===== config.mk =====
export PLATFORM = sky130hd
export DESIGN_NAME = booth_mult_r4
export DESIGN_NICKNAME = d
export VERILOG_FILES = /design/src/rtl/booth_mult_r4.sv
export SDC_FILE = /design/constraint.sdc
export NUM_CORES = 1
export LEC_CHECK = 0
export BUFFER_PORTS_ARGS = -buffer_cell sky130_fd_sc_hd__buf_2
export CAP_MARGIN = 20
export CORE_MARGIN = 2
export CORE_UTILIZATION = 49
export DETAILED_ROUTE_END_ITERATION = 10
export PLACE_DENSITY = 0.67
export SETUP_SLACK_MARGIN = 0.05
export SYNTH_ARGS = -nofsm -noshare
export SYNTH_HDL_FRONTEND = slang
export SYNTH_SLANG_ARGS = --single-unit

===== constraint.sdc =====
create_clock -name clk -period 4.55 [get_ports clk]
set_input_delay 0.455 -clock clk [delete_from_list [all_inputs] [get_ports clk]]
set_output_delay 0.455 -clock clk [all_outputs]
set_load 0.02 [all_outputs]

===== src/rtl/booth_mult_r4.sv =====
// rtl/booth_mult_r4.sv - radix-4 Booth sequential multiplier (signed mode under BOOTH_MULT_SIGNED_EN)
module booth_mult_r4 #(
    parameter int WIDTH = 16
) (
    input  logic                 clk,
    input  logic                 arst,
    input  logic                 srst,
    input  logic [WIDTH-1:0]     opa,
    input  logic [WIDTH-1:0]     opb,
    input  logic                 op_ld,
    input  logic                 op_signed,
    output logic                 busy,
    output logic                 done,
    output logic [2*WIDTH-1:0]   mult_out
);
    localparam int N  = WIDTH / 2 + 1;
    localparam int BW = WIDTH + 2;
    localparam int AW = WIDTH + 4;
    localparam int CW = $clog2(N + 1);

    typedef enum logic [1:0] {IDLE, CALC, DONE} state_t;

    state_t          state;
    logic [AW-1:0]   acc;
    logic [AW-1:0]   mcand;
    logic [BW-1:0]   mq;
    logic            qm1;
    logic [CW-1:0]   cnt;
    logic            sgn;

`ifdef BOOTH_MULT_SIGNED_EN
    assign sgn = op_signed;
`else
    assign sgn = op_signed & 1'b0;
`endif

    logic [AW-1:0]      pp;
    logic [AW-1:0]      sum;
    logic [AW-1:0]      acc_nx;
    logic [BW-1:0]      mq_nx;
    logic [2*WIDTH-1:0] prod;

    // One Booth digit from {mq[1:0], qm1}, add, then arithmetic shift of {acc, mq} by 2
    always_comb begin
        pp = '0;
        case ({mq[1:0], qm1})
            3'b001, 3'b010: pp = mcand;
            3'b011:         pp = mcand << 1;
            3'b100:         pp = -(mcand << 1);
            3'b101, 3'b110: pp = -mcand;
            default:        pp = '0;
        endcase
        sum    = acc + pp;
        acc_nx = {{2{sum[AW-1]}}, sum[AW-1:2]};
        mq_nx  = {sum[1:0], mq[BW-1:2]};
        prod   = {acc_nx[WIDTH-3:0], mq_nx};
    end

    always_ff @(posedge clk or posedge arst) begin
        if (arst) begin
            state    <= IDLE;
            busy     <= 1'b0;
            done     <= 1'b0;
            mult_out <= '0;
            acc      <= '0;
            mcand    <= '0;
            mq       <= '0;
            qm1      <= 1'b0;
            cnt      <= '0;
        end else if (srst) begin
            state    <= IDLE;
            busy     <= 1'b0;
            done     <= 1'b0;
            mult_out <= '0;
            acc      <= '0;
            mcand    <= '0;
            mq       <= '0;
            qm1      <= 1'b0;
            cnt      <= '0;
        end else begin
            case (state)
                IDLE, DONE: begin
                    done <= 1'b0;
                    if (op_ld) begin
                        state <= CALC;
                        busy  <= 1'b1;
                        acc   <= '0;
                        qm1   <= 1'b0;
                        cnt   <= '0;
                        mcand <= {{4{sgn & opa[WIDTH-1]}}, opa};
                        mq    <= {{2{sgn & opb[WIDTH-1]}}, opb};
                    end else begin
                        state <= IDLE;
                    end
                end
                CALC: begin
                    acc <= acc_nx;
                    mq  <= mq_nx;
                    qm1 <= mq[1];
                    cnt <= cnt + 1'b1;
                    if (cnt == CW'(N - 1)) begin
                        state    <= DONE;
                        busy     <= 1'b0;
                        done     <= 1'b1;
                        mult_out <= prod;
                    end
                end
                default: state <= IDLE;
            endcase
        end
    end
endmodule


Yosys cells after proc, flatten, opt, wreduce, memory -nomap -nowiden
Cells that the tools add are included.
{ "totals": {"register_bits": 99, "output_inout_bits": 34, "inputBits": 37} }
{ "op_classes": {"n_mux": 30, "addsub": 4, "n_reduce_logical": 14, "eq_ne": 11} }
{ "ops": {"columns": ["cell", "count"], "rows": [
  ["20-bit two-way mux", 5],
  ["32-bit two-way mux", 3],
  ["20-bit case mux with 4 select lines", 1],
  ["20-bit negation", 2],
  ["20-bit case mux with 2 select lines", 1],
  ["18-bit two-way mux", 2],
  ["18-bit case mux with 2 select lines", 1],
  ["20-bit adder", 1],
  ["3-bit == test, second input constant", 3],
  ["1-bit two-way mux", 8],
  ["4-bit two-way mux", 2],
  ["4-bit case mux with 2 select lines", 1],
  ["2-bit AND reduction", 4],
  ["2-bit nonzero test", 4],
  ["3-bit by 2-bit == test with 1-bit output, second input constant", 2],
  ["3-bit inequality test, second input constant", 2],
  ["1-bit case mux with 2 select lines", 3],
  ["2-bit OR reduction", 3],
  ["4-bit by 1-bit adder with 4-bit output, second input constant", 1],
  ["4-bit == test, second input constant", 1],
  ["2-bit two-way mux", 2],
  ["2-bit case mux with 2 select lines", 1],
  ["3-bit by 1-bit == test with 1-bit output, second input constant", 1],
  ["3-bit AND reduction", 1],
  ["4 further kinds", 4]
]} }

Longest topological paths before layout
Gate-level depths: netlist of run 1.
{ "depth": {"ltp_word": 7, "ltp_mapped": 17} }

Least setup slack after synthesis of run 1
OpenSTA, ideal clock, no wires.
{ "synth_path": {"kind": "flip-flop to flip-flop", "startpoint": "register mcand[3]", "endpoint": "register acc[18]", "stages_incl_launch_ff": 18, "t_arrival_ps": 3835, "setup_slack_ps": 635, "setup_ps": 80, "n_path_buf": 2, "t_required_ps": 4470, "cell_sequence": "dfrtp_1 clkbuf_2 nor4_4 nand2_1 nor3_1 nor2b_1 xor2_1 a211oi_1 o21ai_0 ha_1 buf_2 a21o_1 a21o_1 a21oi_1 a2111oi_1 nor3_1 or4b_1 o211ai_2"} }
{ "synth_via": {"elab_chain_cells": 5, "word_cells_on_any_way": 6, "cone_classes": "3 x add/sub; 3 x mux"} }
{ "synth_lines": {"columns": ["item", "line_no", "source"], "rows": [
  ["start, declared", "25", "logic [AW-1:0] mcand;"],
  ["start signal, assigned", "90", "mcand <= {{4{sgn & opa[WIDTH-1]}}, opa};"],
  ["20-bit negation (on tied branches)", "50, 49", null],
  ["20-bit case mux with 4 select lines (*)", "46", "case ({mq[1:0], qm1})"],
  ["20-bit adder (*)", "53", "sum = acc + pp;"],
  ["20-bit case mux with 2 select lines (*)", "81", "case (state)"],
  ["20-bit two-way mux (*)", "70", "end else if (srst) begin"],
  ["end signal, assigned", "97", "acc <= acc_nx;"],
  ["end, declared", "24", "logic [AW-1:0] acc;"]
]} }
Every way passes the cells marked *; elsewhere a longest branch is shown, timed or not.
A chain may end at the register's enable or synchronous reset.

Worst setup path in the final report of run 1
{ "layout_path": {"startpoint": "register mcand[2]", "endpoint": "register acc[15]"} }
Same word-level chain as after synthesis.

==> summary.md, run 1 <==
| Metric | Value |
|---|---|
| DRT iter0 DRCs | slightly below 300 |
| Antenna-violating nets left | 0 |
| Synth top area share | 0.411 |
| Vias post-DR | 5082 |
| First-pass GRT wire length | ~25000 um |
| Total of max-cap violations | 0 |
| Cts hold-fix bufs | 0 |
| H-tree levels | 3 |
| Slowest CP cell | dfrtp_1 |
| Most frequent cell after synthesis | nand2_1 |
| Slowest cell delay on critical path | 490 ps |
| Setup repair bufs after CTS | 0 |
| Critical Path AT | 4380 ps |
| Largest net degree at the start of global routing | 62 |
| Fillers | approximately 1000 |
| Initial antenna violation count | 0 |
| Ranking of synthesized cells by area | dfrtp_1 41%, nand2_1 8.5%, a22o_1 6.0%, ha_1 4.9%, a21oi_1 4.2% |
| Yosys top cell by area | dfrtp_1 |
| Crit Path Class | register to register |
| Final Max Tran Viols | 0 |
| Cells after Synth | ~650 |
| Area after DPL | just over 6000 um^2 |
| Pwr/cell area | ~350 nW/um^2 |
| Number of synthesized flops with an enable pin | 0 |
| Critical path peak fanout | 8 |
| Worst path cell trace | nor4_4 > nand2_1 > nor3_1 > nand2b_1 > xnor2_1 > a211oi_1 > o21ai_0 > ha_1 > a21o_1 > a21o_1 > a221o_1 > a41o_1 > a311oi_1 > xor2_1 > o21ai_0 |
| Longest Clk Path Bufs | 2 |
| # port buffers | around 70 |
| Worst-margin pin slew | approximately 1000 ps |
| CP required | roughly 4800 ps |
| Synth Net Count | around 710 |
| Fmax | 241 MHz |
| GRT Residual Overflow | 0 |
| Share of cells above drive strength 1 | 0.161 |
| Die W | between 100 and 150 um |
| Seq/Total Area, Yosys | 0.411 |
| Global placement routability congestion | 0.926 |
| All-Layer GR Usage | 0.247 |
| Initial core utilization | 0.498 |
| Setup violators final | 0 |
| Non-Filler Instances | 857 |
| Post-CTS Resized | 0 |
| Main synth FF type | dfrtp_1 |
| Worst Skew | around 7 ps |
| Worst-path clk slew | approximately 70 ps |
| Avg Inst Size Synth | a little under 9 um^2 |
| Vias in the first global route | just under 5000 |
| Tmin final | around 4200 ps |
| RSZ-0062 raised after global routing | false |
| IO Count | 71 |
| Clk_lat worst skew | between 300 and 400 ps |
| Startpoint type of the worst setup path | register |
| Flop2flop setup slack | 400 ps |
| HP Class | input pin to asynchronous set/reset pin |
| DR WL/cell | around 18 um |
| # DRC | 0 |
| Ys async rst share | 1.00 |
| Avg Vias per Cell | slightly below 6 |
| Slew HR | 0.320 |
| Clk sinks | 93 |
| Num CTS Buffers | 9 |
| Final Cycle Share | 0.912 |
| Final Hold Fails | 0 |
| Ant. Diodes | 0 |
| Die Span Y | about 110 um |
| Leak | about 3.2 nW |
| Status | complete, no violations |
| CTS tree | yes |
| Final WL | 15100 um |
| Row count | 39 |
| Yosys warning total | 0 |
| Clock root cell | clkbuf_16 |
| Most common library cells after synthesis | 129 x nand2_1, 93 x dfrtp_1, 56 x nor2_1, 48 x a21oi_1, 47 x o21ai_0 |
| Setup TNS | 0 ps |
| Multi-input logic area | ~3100 um^2 |
| Nets | slightly below 800 |
| CP Capture Type | register |
| P&R area growth vs syn | 14.6% |
| Die area | ~12000 um^2 |
| Design Area, Final | 6490 um^2 |
| Inst Count DP | 840 |
| Seq cells post-synth | just over 90 |
| Reg area | around 2300 um^2 |
| Yosys cell types | a little under 60 |
| Worst VDD drop | roughly 0.00022 V |
| Cell Area, Synth | 5660 um^2 |
| Hpwl dp | roughly 11000 um |
| Core area | ~11000 um^2 |
| Drt first pass iters | 5 |
==> cell usage in the layout, fill, tap and decap left out, types with 3 or more instances in the layout <==
cell	netlist	routed
nand2_1	129	129
dfrtp_1	93	93
buf_2	1	69
nor2_1	56	55
a21oi_1	48	48
o21ai_0	47	47
a22o_1	39	39
ha_1	22	22
xnor2_1	18	18
nor3_1	19	18
a311oi_1	17	17
xor2_1	15	15
buf_4	1	15
a21o_1	14	14
inv_1	14	13
clkbuf_16	0	9
a211oi_1	8	8
nand2b_1	6	6
o21a_1	4	4
a31oi_1	4	4
nand4_1	4	4
nand3_1	4	4
and3_1	4	4
a22oi_1	4	4
nor2b_1	4	3
and4_1	3	3
or3_1	3	3
==> cell type report <==
cell class / count / share of cell area
multi-input cells: 504 / 0.475
flip-flops and latches: 93 / 0.359
repair buffers: 86 / 0.0771
clock buffers: 11 / 0.0389
well taps: 143 / 0.0276
clock inverters: 5 / 0.0137
inverters: 15 / 0.00887
==> worst paths after layout <==
kind	startpoint	end	cells past startpoint
max	mcand[2]$_DFFE_PP0P_	acc[15]$_DFFE_PP0P_	15
min	arst	mult_out[29]$_DFFE_PP0P_	2
max reg2reg	mcand[2]$_DFFE_PP0P_	acc[15]$_DFFE_PP0P_	15
min reg2reg	mult_out[21]$_DFFE_PP0P_	mult_out[21]$_DFFE_PP0P_	2
max in group asynchronous	arst	mult_out[2]$_DFFE_PP0P_	4
min in group clk	opa[7]	mcand[7]$_DFFE_PP0P_	3
==> metal layers <==
| layer | vias to the layer above | track usage | part of all wire |
|---|---|---|---|
| li1 | 2453 | - | - |
| met1 | 2477 | 0.355 | 0.48 |
| met2 | 136 | 0.384 | 0.46 |
| met3 | 16 | 0.0457 | 0.050 |
| met4 | 0 | 0.0765 | 0.014 |
| met5 | - | 0 | 0 |
==> cells by family after synthesis <==
| family | after synthesis | synth area share |
|---|---|---|
| buffers and inverters | 54 | 0.0475 |
| adder cells (fa/ha/maj) | 23 | 0.0521 |
| multiplexers | 2 | 0.00376 |
| flip-flops | 93 | 0.411 |
| XOR/XNOR | 33 | 0.0510 |
| AO/OA/AOI/OAI | 203 | 0.243 |
| AND/OR/NAND/NOR | 243 | 0.191 |
==> critical path, delay by kind of cell (launching register included) <==
kind / cells / cell delay [ps]
AND/OR/NAND/NOR: 4 / 980
adder cells (fa/ha/maj): 1 / 390
AO/OA/AOI/OAI: 8 / 1840
XOR/XNOR: 2 / 320
flip-flops: 1 / 490
==> where the power goes <==
group          switching [W]  leakage (nW)  internal [W]
clock network       0.000345         0.169      0.000520
registers          0.0000511          1.27      0.000867
logic               0.000292          1.80      0.000173
==> state kept, by name (all words and copies together) (netlist names) <==
register  count
state         2
acc          18
done          1
mult_out     32
cnt           4
mq           18
qm1           1
mcand        16
busy          1
==> per-stage QoR <==
step                      worst slack [ps]  total power [W]  hold slack (ps)   util
final                                  400          0.00225             59.9  0.571
after global routing                  54.9          0.00235             86.8  0.571
after CTS                              391          0.00226              327  0.568
after detailed placement               431          0.00139              476  0.538
after global placement                 480          0.00138              466  0.537
after floorplan                        635          0.00126              452      -
Note: power is estimated with default switching activity, not from simulation.
==> inputs of run 2 (changes only) <==
--- a/config.mk
+++ b/config.mk
@@ -5,6 +5,7 @@
 export SDC_FILE = /design/constraint.sdc
 export NUM_CORES = 1
 export LEC_CHECK = 0
+export ABC_AREA = 1
 export BUFFER_PORTS_ARGS = -buffer_cell sky130_fd_sc_hd__buf_2
 export CAP_MARGIN = 20
 export CORE_MARGIN = 2
==> summary.md, run 2 <==
| Metric | Value |
|---|---|
| WHS Endpoint | mcand[14]$_DFFE_PP0P_ |
| Leak | 3.25 nW (was 3.24 nW) |
| Ys async rst share | 1.00 (unchanged) |
| Global placement routability congestion | 0.941 (was 0.926) |
| DR WL/cell | 15.1 um (was 17.6 um) |
| P&R area growth vs syn | 13.5% (was 14.6%) |
| Setup repair bufs after CTS | 0 (unchanged) |
| CP required | 4810 ps (was 4780 ps) |
| Startpoint type of the worst setup path | register (unchanged) |
| Biggest regs | mult_out x32, acc x18, mq x18 (unchanged) |
| Critical Path AT | 3510 ps (was 4380 ps) |
| Crit Path Class | register to register (unchanged) |
| Multiplexer share of the synthesized area | 0 (was 0.00376) |
| H-tree levels | 3 (unchanged) |
| Die area | 12200 um^2 (was 12400 um^2) |
| Final WL | 14400 um (was 15100 um) |
| Row count | 38 (was 39) |
| Vias post-DR | 5207 (was 5082) |
| Most common library cells after synthesis | 235 x nand2_1, 93 x dfrtp_1, 69 x inv_1, 59 x nand3_1, 53 x o21ai_0 (was 129 x nand2_1, 93 x dfrtp_1, 56 x nor2_1, 48 x a21oi_1, 47 x o21ai_0) |
| Largest net degree at the start of global routing | 58 (was 62) |
| Worst VDD drop | 0.000211 V (was 0.000217 V) |
| Initial antenna violation count | 0 (unchanged) |
| Seq/Total Area, Yosys | 0.417 (was 0.411) |
| Final Cycle Share | 0.713 (was 0.912) |
| RSZ-0062 raised after global routing | false (unchanged) |
| Die W | 111 um (was 112 um) |
| Post-CTS Resized | 0 (unchanged) |
| Die Span Y | 111 um (was 112 um) |
| All-Layer GR Usage | 0.246 (was 0.247) |
| Yosys cell types | 40 (was 58) |
| Status | complete, no violations (unchanged) |
| Worst reg2reg path startpoint | mq[0]$_DFFE_PP0P_ (was mcand[2]$_DFFE_PP0P_) |
| Setup violators final | 0 (unchanged) |
| Final Power | 0.00218 W (was 0.00225 W) |
| GRT Residual Overflow | 0 (unchanged) |
| Pwr/cell area | 345 nW/um^2 (was 346 nW/um^2) |
| Hold depth | 3 |
| Clk_lat worst skew | 350 ps (about the same) |
| Main synth FF type | dfrtp_1 (unchanged) |
| Hold_sp | opa[14] |
| First-pass GRT wire length | 24700 um (was 25000 um) |
| CTS tree | yes (unchanged) |
| Clock root cell | clkbuf_16 (unchanged) |
| Fmax | 308 MHz (was 241 MHz) |
| DRT iter0 DRCs | 385 (was 298) |
| Cell Area, Synth | 5580 um^2 (was 5660 um^2) |
| Max FFs per register | 32 (unchanged) |
| Final Hold Fails | 0 (unchanged) |
| Yosys warning total | 0 (unchanged) |
| Flop2flop setup slack | 1300 ps (was 400 ps) |
| Longest Clk Path Bufs | 2 (unchanged) |
| Post-layout util | 0.576 (was 0.571) |
| Post-Synth Adder-Cell Area | 0.0530 (was 0.0521) |
| Critical Path Source | mq[0]$_DFFE_PP0P_ (was mcand[2]$_DFFE_PP0P_) |
| Synth Area in XOR/XNOR | 0.0189 (was 0.0510) |
| Area after DPL | 5990 um^2 (was 6120 um^2) |
| Commonest non-fill, non-tap cell in the layout | nand2_1 (unchanged) |
| Drt first pass iters | 7 (was 5) |
| Cts hold-fix bufs | 0 (unchanged) |
| Cells after Synth | 747 (was 651) |
| Hpwl dp | 10800 um (was 10500 um) |
| Ant. Diodes | 0 (unchanged) |
| # DRC | 0 (unchanged) |
| Worst Skew | 5.58 ps (was 6.81 ps) |
| Reg2reg end | mult_out[29]$_DFFE_PP0P_ (was acc[15]$_DFFE_PP0P_) |
| Most frequent cell after synthesis | nand2_1 (unchanged) |
| # port buffers | 69 (unchanged) |
| Clk sinks | 93 (unchanged) |
| Avg Vias per Cell | 5.45 (was 5.93) |
| Number of synthesized flops with an enable pin | 0 (unchanged) |
| Share of cells above drive strength 1 | 0.136 (was 0.161) |
| Core area | 11000 um^2 (was 11400 um^2) |
| Setup TNS | 0 ps (unchanged) |
| Min setup slack post-route | 1300 ps (was 400 ps) |
| IO Count | 71 (unchanged) |
| Initial core utilization | 0.508 (was 0.498) |
| Num CTS Buffers | 9 (unchanged) |
| Post-synthesis compound-gate area fraction | 0.143 (was 0.243) |
| Design Area, Final | 6330 um^2 (was 6490 um^2) |
| HP Class | input pin to register (was input pin to asynchronous set/reset pin) |
| Commonest non-fill, non-tap cells in the layout | 235 x nand2_1, 93 x dfrtp_1, 69 x buf_2, 68 x inv_1, 59 x nand3_1 (was 129 x nand2_1, 93 x dfrtp_1, 69 x buf_2, 55 x nor2_1, 48 x a21oi_1) |
| Simple-gate area share of the yosys netlist | 0.293 (was 0.191) |
| Slew HR | 0.348 (was 0.320) |
| Seq cells post-synth | 93 (unchanged) |
| Worst-path clk slew | 70 ps (about the same) |
| Total of max-cap violations | 0 (unchanged) |
| Worst-margin pin slew | 976 ps (was 1020 ps) |
| Synth Net Count | 807 (was 711) |
| Worst reg2reg path depth | 16 (was 15) |
| Tmin final | 3250 ps (was 4150 ps) |
| Synth top area share | 0.417 (was 0.411) |
| Vias in the first global route | 5063 (was 4924) |
| Critical path peak fanout | 13 (was 8) |
| Final Max Tran Viols | 0 (unchanged) |
| Reg with most FFs | mult_out (unchanged) |
| CP Capture Type | register (unchanged) |
| Ranking of synthesized cells by area | dfrtp_1 42%, nand2_1 16%, nand3_1 5.3%, ha_1 4.9%, o21ai_0 4.8% (was dfrtp_1 41%, nand2_1 8.5%, a22o_1 6.0%, ha_1 4.9%, a21oi_1 4.2%) |
| Nets | 870 (was 769) |
| Worst slack, placed | 1330 ps (was 431 ps) |
| Largest family of logic cells by synthesized area | simple AND/OR/NAND/NOR gates (was compound AO/OA/AOI/OAI gates) |
| Yosys top cell by area | dfrtp_1 (unchanged) |
| Antenna-violating nets left | 0 (unchanged) |
| Avg Inst Size Synth | 7.46 um^2 (was 8.70 um^2) |
[run 2: cell count changes after synthesis, sizes merged, moves of 13 or more]
cell	delta
nand2	+106
inv	+63
nand3	+56
a22o	-38
a21oi	-24
clkbuf	-21
o21ai	+20
a311oi	-17
xnor2	-16
a21o	-14
nor3	-13
[run 2: worst max path at each step]
stage | to | slack (ps) | cells after the start
4_1_cts | mult_out[29]$_DFFE_PP0P_ | 1300 | 16
2_1_floorplan | acc[0]$_DFFE_PP0P_ | 1670 | 1
5_1_grt | mult_out[31]$_DFFE_PP0P_ | 880 | 16
6_report | mult_out[29]$_DFFE_PP0P_ | 1300 | 16
3_3_place_gp | mult_out[27]$_DFFE_PP0P_ | 1400 | 16
3_5_place_dp | mult_out[31]$_DFFE_PP0P_ | 1330 | 16
[run 2: where the power goes]
group | internal, W | total, W | switching (W)
Combinational | 0.000159 | 0.000483 | 0.000325
Sequential | 0.000887 | 0.000932 | 0.0000453
Clock | 0.000445 | 0.000768 | 0.000322
Total | 0.00149 | 0.00218 | 0.000693
[run 2: worst max-delay path, stage by stage, from the launching register on]
cell and delay, ps:
dfrtp_1 400, or2_1 270, nand2_1 130, nor2_1 110, inv_1 330, nor2_1 70
nor3_1 380, inv_1 80, ha_1 290, nand2_1 110, o21ai_2 280, nand2_1 80
nand2_1 140, nand2_1 90, nand3b_1 80, nand3_1 100, o21ai_0 210
[run 2: cell type report]
class,count,area (um^2)
Clock buffer,12,246
Tap cell,140,175
Fill cell,1054,4650
Clock inverter,4,55.1
Inverter,77,290
Multi-Input combinational cell,555,2830
Timing Repair Buffer,74,405
Sequential cell,93,2330
[run 2: kinds of logic (layout without fill, tap and decap cells)]
logic type,count (synthesis),in the layout
XOR/XNOR,12,12
AND/OR/NAND/NOR,384,384
flip-flops,93,93
buffers and inverters,99,167
adder cells (fa/ha/maj),23,23
AO/OA/AOI/OAI,136,136
[run 2: stage by stage]
stage,hold WS [ps],std cells
2_1_floorplan,448,747
3_3_place_gp,451,937
3_5_place_dp,466,937
4_1_cts,318,953
5_1_grt,352,955
6_report,341,955
[run 2: routing by layer]
layer / share of wire / vias up / global-route usage
met3: 0.055 / 17 / 0.0519
met1: 0.46 / 2468 / 0.331
met4: 0.017 / 0 / 0.0742
met2: 0.47 / 116 / 0.404
met5: 0 / - / 0
li1: - / 2606 / -
